$ cat config.mk
export PLATFORM = sky130hd
export DESIGN_NAME = mossbauer_ram_arbiter_flat
export DESIGN_NICKNAME = d
export VERILOG_FILES = /design/src/rtl/mossbauer_ram_arbiter_if.sv /design/src/rtl/mossbauer_ram_arbiter.sv /design/src/flat_wrapper.sv
export SDC_FILE = /design/constraint.sdc
export NUM_CORES = 1
export LEC_CHECK = 0
export BUFFER_PORTS_ARGS = -buffer_cell sky130_fd_sc_hd__buf_2
export CORE_MARGIN = 5
export CORE_UTILIZATION = 45
export CTS_CLUSTER_DIAMETER = 60
export CTS_CLUSTER_SIZE = 40
export DETAILED_ROUTE_END_ITERATION = 10
export MAX_ROUTING_LAYER = met4
export PLACE_DENSITY = 0.72
export SLEW_MARGIN = 15
export SYNTH_ARGS = -nofsm -noshare
export SYNTH_HDL_FRONTEND = slang
export SYNTH_SLANG_ARGS = --single-unit
$ cat constraint.sdc
create_clock -name clk -period 3.3 [get_ports clk]
set_input_delay 0.165 -clock clk [delete_from_list [all_inputs] [get_ports clk]]
set_output_delay 0.165 -clock clk [all_outputs]
set_load 0.005 [all_outputs]
$ cat src/rtl/mossbauer_ram_arbiter_if.sv
// Bus bundle shared by the spectrum RAM arbiter, the accumulation path,
// the CAMAC exchange path and the single-port RAM macro.
interface mossbauer_ram_arbiter_if #(
    parameter int ADDR_W = 12,
    parameter int DATA_W = 24
);
    logic              acc_req;
    logic [ADDR_W-1:0] acc_addr;
    logic [DATA_W-1:0] acc_data;
    logic              acc_ack;

    logic              host_req;
    logic              host_we;
    logic [ADDR_W-1:0] host_addr;
    logic [DATA_W-1:0] host_wdata;
    logic [DATA_W-1:0] host_rdata;
    logic              host_ack;

    logic [ADDR_W-1:0] ram_addr;
    logic              ram_we;
    logic [DATA_W-1:0] ram_wdata;
    logic [DATA_W-1:0] ram_rdata;

    logic              ovf;
    logic              ovf_clr;

    // Requesters and RAM model side.
    modport master (
        output acc_req, acc_addr, acc_data,
        output host_req, host_we, host_addr, host_wdata,
        output ram_rdata, ovf_clr,
        input  acc_ack, host_rdata, host_ack,
        input  ram_addr, ram_we, ram_wdata, ovf
    );

    // Arbiter side.
    modport slave (
        input  acc_req, acc_addr, acc_data,
        input  host_req, host_we, host_addr, host_wdata,
        input  ram_rdata, ovf_clr,
        output acc_ack, host_rdata, host_ack,
        output ram_addr, ram_we, ram_wdata, ovf
    );
endinterface

$ cat src/rtl/mossbauer_ram_arbiter.sv
// Sequencer/arbiter for the Mossbauer spectrum RAM: saturating read-modify-write
// accumulates and CAMAC word accesses, alternating grants under contention.
module mossbauer_ram_arbiter #(
    parameter int ADDR_W = 12,
    parameter int DATA_W = 24
) (
    input  logic                   clk,
    input  logic                   rst,
    mossbauer_ram_arbiter_if.slave bus
);
    typedef enum logic [2:0] {IDLE, ACC_RD, ACC_WR, H_WR, H_RD, H_CAP, H_ACK} state_t;

    state_t            state, state_nxt;
    logic              last_host;
    logic              grant_acc, grant_host;
    logic              we, acc_done, host_done;
    logic [ADDR_W-1:0] addr_q;
    logic [DATA_W-1:0] data_q;
    logic [DATA_W-1:0] wdata_q;
    logic [DATA_W-1:0] wdata;
    logic [DATA_W-1:0] rdata_q;
    logic [DATA_W:0]   acc_sum;
    logic              ovf_q;

    function automatic logic [DATA_W:0] wide_add(input logic [DATA_W-1:0] a,
                                                 input logic [DATA_W-1:0] b);
        return {1'b0, a} + {1'b0, b};
    endfunction

    function automatic logic [DATA_W-1:0] saturate(input logic [DATA_W:0] s);
        return s[DATA_W] ? {DATA_W{1'b1}} : s[DATA_W-1:0];
    endfunction

    assign acc_sum = wide_add(bus.ram_rdata, data_q);

    always_ff @(posedge clk) begin
        if (rst) state <= IDLE;
        else     state <= state_nxt;
    end

    always_comb begin
        state_nxt  = state;
        grant_acc  = 1'b0;
        grant_host = 1'b0;
        we         = 1'b0;
        acc_done   = 1'b0;
        host_done  = 1'b0;
        case (state)
            IDLE: begin
                // Under contention the side that was not served last wins.
                if (bus.acc_req && (!bus.host_req || last_host)) begin
                    grant_acc = 1'b1;
                    state_nxt = ACC_RD;
                end else if (bus.host_req) begin
                    grant_host = 1'b1;
                    state_nxt  = bus.host_we ? H_WR : H_RD;
                end
            end
            ACC_RD: state_nxt = ACC_WR;
            ACC_WR: begin
                we        = 1'b1;
                acc_done  = 1'b1;
                state_nxt = IDLE;
            end
            H_WR: begin
                we        = 1'b1;
                host_done = 1'b1;
                state_nxt = IDLE;
            end
            H_RD:  state_nxt = H_CAP;
            H_CAP: state_nxt = H_ACK;
            H_ACK: begin
                host_done = 1'b1;
                state_nxt = IDLE;
            end
            default: state_nxt = IDLE;
        endcase
        // Reset aborts any operation: no write strobe, no acknowledge.
        if (rst) begin
            we         = 1'b0;
            acc_done   = 1'b0;
            host_done  = 1'b0;
            grant_acc  = 1'b0;
            grant_host = 1'b0;
            state_nxt  = IDLE;
        end
    end

    always_comb begin
        wdata = wdata_q;
        if (state == ACC_WR)    wdata = saturate(acc_sum);
        else if (state == H_WR) wdata = data_q;
    end

    always_ff @(posedge clk) begin
        if (rst) begin
            last_host <= 1'b1;
            addr_q    <= '0;
            wdata_q   <= '0;
            rdata_q   <= '0;
            ovf_q     <= 1'b0;
        end else begin
            if (grant_acc) begin
                last_host <= 1'b0;
                addr_q    <= bus.acc_addr;
            end else if (grant_host) begin
                last_host <= 1'b1;
                addr_q    <= bus.host_addr;
            end
            if (we) wdata_q <= wdata;
            if (state == H_CAP) rdata_q <= bus.ram_rdata;
            // A new saturation takes priority over a coincident clear.
            if ((state == ACC_WR) && acc_sum[DATA_W]) ovf_q <= 1'b1;
            else if (bus.ovf_clr)                     ovf_q <= 1'b0;
        end
    end

    always_ff @(posedge clk) begin
        if (grant_acc)       data_q <= bus.acc_data;
        else if (grant_host) data_q <= bus.host_wdata;
    end

    assign bus.ram_addr   = addr_q;
    assign bus.ram_we     = we;
    assign bus.ram_wdata  = wdata;
    assign bus.acc_ack    = acc_done;
    assign bus.host_ack   = host_done;
    assign bus.host_rdata = rdata_q;
    assign bus.ovf        = ovf_q;
endmodule

$ cat src/flat_wrapper.sv
// flat-port wrapper written by rule: the top's interface ports become plain ports
module mossbauer_ram_arbiter_flat 
#(
    parameter int ADDR_W = 12,
    parameter int DATA_W = 24
)
  (clk, rst, bus_acc_req, bus_acc_addr, bus_acc_data, bus_host_req, bus_host_we, bus_host_addr, bus_host_wdata, bus_ram_rdata, bus_ovf_clr, bus_acc_ack, bus_host_rdata, bus_host_ack, bus_ram_addr, bus_ram_we, bus_ram_wdata, bus_ovf);
  mossbauer_ram_arbiter_if #(.ADDR_W(ADDR_W), .DATA_W(DATA_W)) bus_i ();
  input  logic clk;
  input  logic rst;
  input wire logic [$bits(bus_i.acc_req)-1:0] bus_acc_req;
  input wire logic [$bits(bus_i.acc_addr)-1:0] bus_acc_addr;
  input wire logic [$bits(bus_i.acc_data)-1:0] bus_acc_data;
  input wire logic [$bits(bus_i.host_req)-1:0] bus_host_req;
  input wire logic [$bits(bus_i.host_we)-1:0] bus_host_we;
  input wire logic [$bits(bus_i.host_addr)-1:0] bus_host_addr;
  input wire logic [$bits(bus_i.host_wdata)-1:0] bus_host_wdata;
  input wire logic [$bits(bus_i.ram_rdata)-1:0] bus_ram_rdata;
  input wire logic [$bits(bus_i.ovf_clr)-1:0] bus_ovf_clr;
  output wire logic [$bits(bus_i.acc_ack)-1:0] bus_acc_ack;
  output wire logic [$bits(bus_i.host_rdata)-1:0] bus_host_rdata;
  output wire logic [$bits(bus_i.host_ack)-1:0] bus_host_ack;
  output wire logic [$bits(bus_i.ram_addr)-1:0] bus_ram_addr;
  output wire logic [$bits(bus_i.ram_we)-1:0] bus_ram_we;
  output wire logic [$bits(bus_i.ram_wdata)-1:0] bus_ram_wdata;
  output wire logic [$bits(bus_i.ovf)-1:0] bus_ovf;
  assign bus_i.acc_req = bus_acc_req;
  assign bus_i.acc_addr = bus_acc_addr;
  assign bus_i.acc_data = bus_acc_data;
  assign bus_i.host_req = bus_host_req;
  assign bus_i.host_we = bus_host_we;
  assign bus_i.host_addr = bus_host_addr;
  assign bus_i.host_wdata = bus_host_wdata;
  assign bus_i.ram_rdata = bus_ram_rdata;
  assign bus_i.ovf_clr = bus_ovf_clr;
  assign bus_acc_ack = bus_i.acc_ack;
  assign bus_host_rdata = bus_i.host_rdata;
  assign bus_host_ack = bus_i.host_ack;
  assign bus_ram_addr = bus_i.ram_addr;
  assign bus_ram_we = bus_i.ram_we;
  assign bus_ram_wdata = bus_i.ram_wdata;
  assign bus_ovf = bus_i.ovf;
  mossbauer_ram_arbiter #(.ADDR_W(ADDR_W), .DATA_W(DATA_W)) u_core (.clk(clk), .rst(rst), .bus(bus_i));
endmodule
# Word level (Yosys, flattened, before mapping)
# Cells that the tools add are included.
dict set report op_classes {
  eq_ne 7
  n_mux 28
  reduce_logical 9
  add_sub_neg 1
}
# cell count
set ops {}
lappend ops {{2-to-1 mux 24 bit} 5}
lappend ops {{adder 24 x 24 -> 25 bit} 1}
lappend ops {{2-to-1 mux 12 bit} 2}
lappend ops {{2-to-1 mux 1 bit} 17}
lappend ops {{one-hot mux 3 bit (4 select lines)} 1}
lappend ops {{equality test 3 bit (second input constant)} 3}
lappend ops {{2-to-1 mux 3 bit} 3}
lappend ops {{equality test 3 x 2 -> 1 bit (second input constant)} 2}
lappend ops {{nonzero test 2 bit} 2}
lappend ops {{OR reduction 2 bit} 2}
lappend ops {{equality test 3 x 1 -> 1 bit (second input constant)} 1}
lappend ops {{zero test 3 bit} 1}
lappend ops {{!= test 3 x 2 -> 1 bit (second input constant)} 1}
lappend ops {{logical AND 1 bit} 2}
lappend ops {{zero test 1 bit} 1}
lappend ops {{logical OR 1 bit} 1}
dict set report totals {
  inputBits 102
  word_cells 52
  output_inout_bits 64
  regBits 89
}

# Logic depth before layout (Yosys ltp)
dict set report logic_depth {
  depth_word 8
  depth_mapped 10
  depth_no_buf 10
}

# Worst setup path after synthesis
# Ideal clock, no wire load.
dict set report synth_path {
  path_type {register to register}
  start {reg u_core.state[2]}
  end {reg u_core.addr_q[10], in the netlist u_core.bus.ram_addr[10]}
  arrival_ns 2.597
  slack_ns 0.575
  path_stages_with_launch 7
  setup_ns 0.128
  synth_period_minus_slack_ns 2.725
  required_time_ns 3.172
  n_path_buf 1
  path_cell_list {dfxtp_1 -> or4_1 -> nor2_1 -> nor2_1 -> clkbuf_1 -> nand2_1 -> o21ai_0}
}
dict set report synth_via {
  elab_chain_cells 4
  word_cells_on_any_way 7
  classes_between {mux: 5; reduce/logical: 2}
}
# element line
set synth_lines {}
lappend synth_lines {{start, declared} mossbauer_ram_arbiter.sv:13} ;# state_t state, state_nxt;
lappend synth_lines {{start signal, assigned} mossbauer_ram_arbiter.sv:38} ;# else state <= state_nxt;
lappend synth_lines {{zero test 3 bit (*)} mossbauer_ram_arbiter.sv:48} ;# case (state)
lappend synth_lines {{2-to-1 mux 1 bit} mossbauer_ram_arbiter.sv:48}
lappend synth_lines {{2-to-1 mux 1 bit} mossbauer_ram_arbiter.sv:79} ;# if (rst) begin
lappend synth_lines {{2-to-1 mux 12 bit / nonzero test 2 bit (equally long branches)} -}
lappend synth_lines {{end signal, assigned} mossbauer_ram_arbiter.sv:105} ;# addr_q <= bus.acc_addr;
lappend synth_lines {{end signal, assigned} mossbauer_ram_arbiter.sv:108} ;# addr_q <= bus.host_addr;
lappend synth_lines {{end, declared} mossbauer_ram_arbiter.sv:17} ;# logic [ADDR_W-1:0] addr_q;
# Mark *: on every way between the ends. The rest lies on a longest branch, timed or not.
# A chain may end at the register's enable or synchronous reset.

# Worst setup path in the final report
dict set report layout_path {
  start {reg u_core.data_q[0]}
  end {out bus_ram_wdata[11]}
}
dict set report layout_via {
  elab_chain_cells 3
}
# element line
set layout_lines {}
lappend layout_lines {{start, declared} mossbauer_ram_arbiter.sv:18} ;# logic [DATA_W-1:0] data_q;
lappend layout_lines {{start signal, assigned} mossbauer_ram_arbiter.sv:119} ;# if (grant_acc) data_q <= bus.acc_data;
lappend layout_lines {{start signal, assigned} mossbauer_ram_arbiter.sv:120} ;# else if (grant_host) data_q <= bus.host_wdata;
lappend layout_lines {{adder 24 x 24 -> 25 bit} mossbauer_ram_arbiter.sv:27} ;# return {1'b0, a} + {1'b0, b};
lappend layout_lines {{2-to-1 mux 24 bit} mossbauer_ram_arbiter.sv:31} ;# return s[DATA_W] ? {DATA_W{1'b1}} : s[DATA_W-1:0];
lappend layout_lines {{2-to-1 mux 24 bit} mossbauer_ram_arbiter.sv:91} ;# if (state == ACC_WR) wdata = saturate(acc_sum);
lappend layout_lines {{end, declared} flat_wrapper.sv:25} ;# output wire logic [$bits(bus_i.ram_wdata)-1:0] bus_ram_wdata;
# Every way passes these cells.

==> results by group <==
Run status
  – Status: finished, violations left
  – Failing checks: negative setup slack

Power
  – Register share of total power: 38.8%
  – Switching Power: 1050 uW
  – P per Cell Area: 488 nW/um^2
  – Internal power: 2210 uW
  – Max VDD drop: 0.315 mV
  – Leak pwr: 0.00295 uW
  – Comb pwr share: 30.0%
  – Pwr Total: 3260 uW
  – Clock power share: 31.2%
  – Switching Fraction: 32.3%

Layout
  – Fin cells: 895
  – Fraction of layout cells with a size suffix above 1: 37.2%
  – Area growth syn-to-layout: 31.5%
  – Antenna diodes: 0
  – Fill cells: 980
  – Nets: 877

GRT
  – Largest net degree at the start of global routing: 52
  – Vias in the first global route: 4738
  – Total gr overflow: 0
  – Global-route wire length before repair: 23800 microns
  – Initial antenna violation count: 0
  – Tot GR Track Use: 23.1%

Floorplanning
  – Chip Width: 116 microns
  – Row cnt: 38
  – Die Span Y: 116 microns
  – Core Box Area: 10900 sq um
  – Die ar.: 13500 sq um
  – Starting Density: 46.4%
  – IO Pins: 166

Worst setup path
  – Crit path cell chain: ha_4 > fa_2 > a211oi_4 > o311a_1 > o31ai_4 > o211ai_4 > nand4_4 > o221ai_1 > nand2_1 > buf_2
  – Slowest-stage cell, CP: fa_2
  – Arr. time, crit path: 3.14 ns
  – Slowest stage delay, CP: 0.43 ns
  – CP max FO: 5
  – Crit path capture type: output port
  – Critical Path RT: 3.13 ns
  – CP startpoint kind: register
  – Critical path class: register to output port

Clock tree
  – CTS tree: yes
  – Clk_lat worst skew: 0.34 ns
  – Root buf cell: clkbuf_16
  – CTS buffer count: 9
  – Clock H-tree levels: 3
  – Max Buffers Root-to-Sink: 2
  – TritonCTS Sinks: 89
  – CTS clk-pin slew, worst paths: 0.07 ns

Placement
  – DP Worst Slack: 0.117 ns
  – Gp weighted congestion: 0.862
  – DP Cell Count: 872
  – HPWL after detailed placement: 11600 microns
  – IO Port Bufs: 165

Yosys
  – Synth area leader: dfxtp_1
  – Post-synthesis async set-or-reset flop share: 0%
  – Multiplexer share of the synthesized area: 5.74%
  – Simple-gate share of the synthesized area: 18.4%
  – Ys Warns: 0
  – Synth Area in Adders: 6.31%
  – Main combinational cell family by area after synthesis: compound AO/OA/AOI/OAI gates
  – Register area share after synthesis: 39.8%
  – Area share of the largest cell type after synthesis: 25.6%
  – Average size of a mapped cell: 8.62 sq um
  – Synth cell types: 58
  – Syn Nets: 716
  – Largest cells by area after synthesis: dfxtp_1 (26%), edfxtp_1 (14%), nand2_1 (7.6%)
  – Compound-Gate Fraction of Synth Area: 23.1%
  – Post-synthesis cell count: 589
  – Post-synthesis register bit count: 89
  – Synth Area in XOR/XNOR: 3.43%
  – Cell area after synthesis: 5080 sq um
  – Primary FF master, synth: dfxtp_1
  – Number of enable flip-flop cells after synthesis: 24

Timing
  – TNS Setup: -0.0108 ns
  – Fin crit share: 100%
  – Pins over their slew limit: 0
  – Max Fclk: 302 MHz
  – RSZ-0062 raised after global routing: yes
  – Worst Skew: 0.00658 ns
  – Worst hold margin: 0.0772 ns
  – Fin worst setup slack: -0.00699 ns
  – Final hold violations: 0
  – Final setup violation count: 2
  – Tmin final: 3.31 ns
  – Slew margin rel.: 32.1%
  – Worst Max-Slew Pin Slew: 1.02 ns

Route
  – Via Count: 5009
  – Wl on met1: 7240 microns
  – Met2 WL post-DR: 7430 microns
  – DRT antenna net count: 0
  – DRC: 0
  – DR top layer: met4
  – Vias per std cell: 5.60
  – Drt wl/cell: 17.9 microns
  – DRT Pass-1 Iters: 4
  – WL met3: 1130 microns
  – 1st-iter DRT viols: 295
  – Final wirelength: 16000 microns

Min path
  – Worst Hold Class: primary input to register

Run
  – Max-cap viol count: 0
[timing repair]
action                     CTS  global route
hold buffers                 0             0
buffers inserted             1             3
gates cloned                 1             2
pin swaps                    2            12
gates resized for setup      9            46
setup endpoints to repair   21            24
[power groups by stage]
stage	clock network [uW]	logic [uW]	registers [uW]
finish	1020	978	1260
global route	1080	1070	1270
global placement	0	843	1280
CTS	1030	883	1260
detailed placement	0	853	1280
floorplan	0	552	1270
[worst paths after layout]
kind | start | slack (ns) | endpoint | depth (start not counted)
worst min-delay path | bus_ram_rdata[15] | 0.08 | u_core.bus.host_rdata[15] | 3
worst min register to register | u_core.bus.host_rdata[15] | 0.45 | u_core.bus.host_rdata[15] | 2
worst max-delay path | u_core.data_q[0] | -0.007 | bus_ram_wdata[11] | 10
worst max register to register | u_core.data_q[0] | 0.40 | u_core.wdata_q[19] | 10
[layout make-up]
| class | instances | area [sq um] | share of cell area [%] |
|---|---|---|---|
| Sequential cell | 89 | 2020 | 30.3 |
| Inverter | 7 | 26.3 | 0.394 |
| Clock buffer | 11 | 264 | 3.96 |
| Tap cell | 140 | 175 | 2.62 |
| Multi-Input combinational cell | 462 | 3200 | 48.0 |
| Clock inverter | 5 | 33.8 | 0.506 |
| Timing Repair Buffer | 181 | 950 | 14.2 |
[synth_stat cells (all sizes together) (7+ instances only)]
master	count
nand2	104
a21oi	69
dfxtp	65
nor2	41
o21ai	39
clkbuf	31
mux2	25
edfxtp	24
ha	24
and3	20
a211oi	15
nor3	14
a21o	12
xnor2	12
and2	7
nand3	7
xor2	7
[per-stage QoR]
step | util [%] | instance area (sq um)
global route | 61.0 | 6680
global placement | 55.2 | 6040
CTS | 58.6 | 6410
floorplan | - | 5080
finish | 61.0 | 6680
detailed placement | 55.2 | 6040
[sequential cells by signal, indices dropped and copies added, names as in the netlist]
register and count:
u_core.bus.host_rdata 24, u_core.bus.ovf 1, u_core.bus.ram_addr 12, u_core.data_q 24, u_core.last_host 1, u_core.state 3
u_core.wdata_q 24
[cell usage in the layout, fill, tap and decap left out, types with 3 or more instances in the layout]
cell type  instances
a211oi_1           5
a211oi_2           9
a21o_1            12
a21oi_1           65
a21oi_2            3
a311oi_2           3
a31oi_1            5
and2_1             7
and3_1            20
buf_2            165
buf_4             15
clkbuf_16         10
dfxtp_1           65
edfxtp_1          24
ha_1              20
ha_4               3
inv_1              6
mux2_2            25
nand2_1          102
nand2b_1           4
nand3_1            5
nand4_1            3
nor2_1            38
nor3_1            11
nor3_2             3
o211ai_1           4
o21a_1             6
o21ai_0           26
o21ai_1            9
o21ai_2            4
o21bai_1           3
o221ai_2           4
xnor2_1           11
xor2_1             6
[critical path: cells and delay by family (launching register included)]
| family | cells | cell delay, ns |
|---|---|---|
| AO/OA/AOI/OAI | 5 | 1.28 |
| flip-flops | 1 | 0.42 |
| buffers and inverters | 1 | 0.14 |
| adder cells (fa/ha/maj) | 2 | 0.63 |
| AND/OR/NAND/NOR | 2 | 0.32 |
[layer usage]
metal | vias to the layer above | GRT usage, %
li1 | 2457 | -
met1 | 2354 | 31.9
met2 | 182 | 35.0
met3 | 16 | 4.30
met4 | 0 | 6.03
met5 | - | -
[logic make-up after synthesis]
kind of cell | count (synthesis)
multiplexers | 26
adder cells (fa/ha/maj) | 25
XOR/XNOR | 19
buffers and inverters | 41
flip-flops | 89
AND/OR/NAND/NOR | 209
AO/OA/AOI/OAI | 180
(Power assumes the default switching activity.)
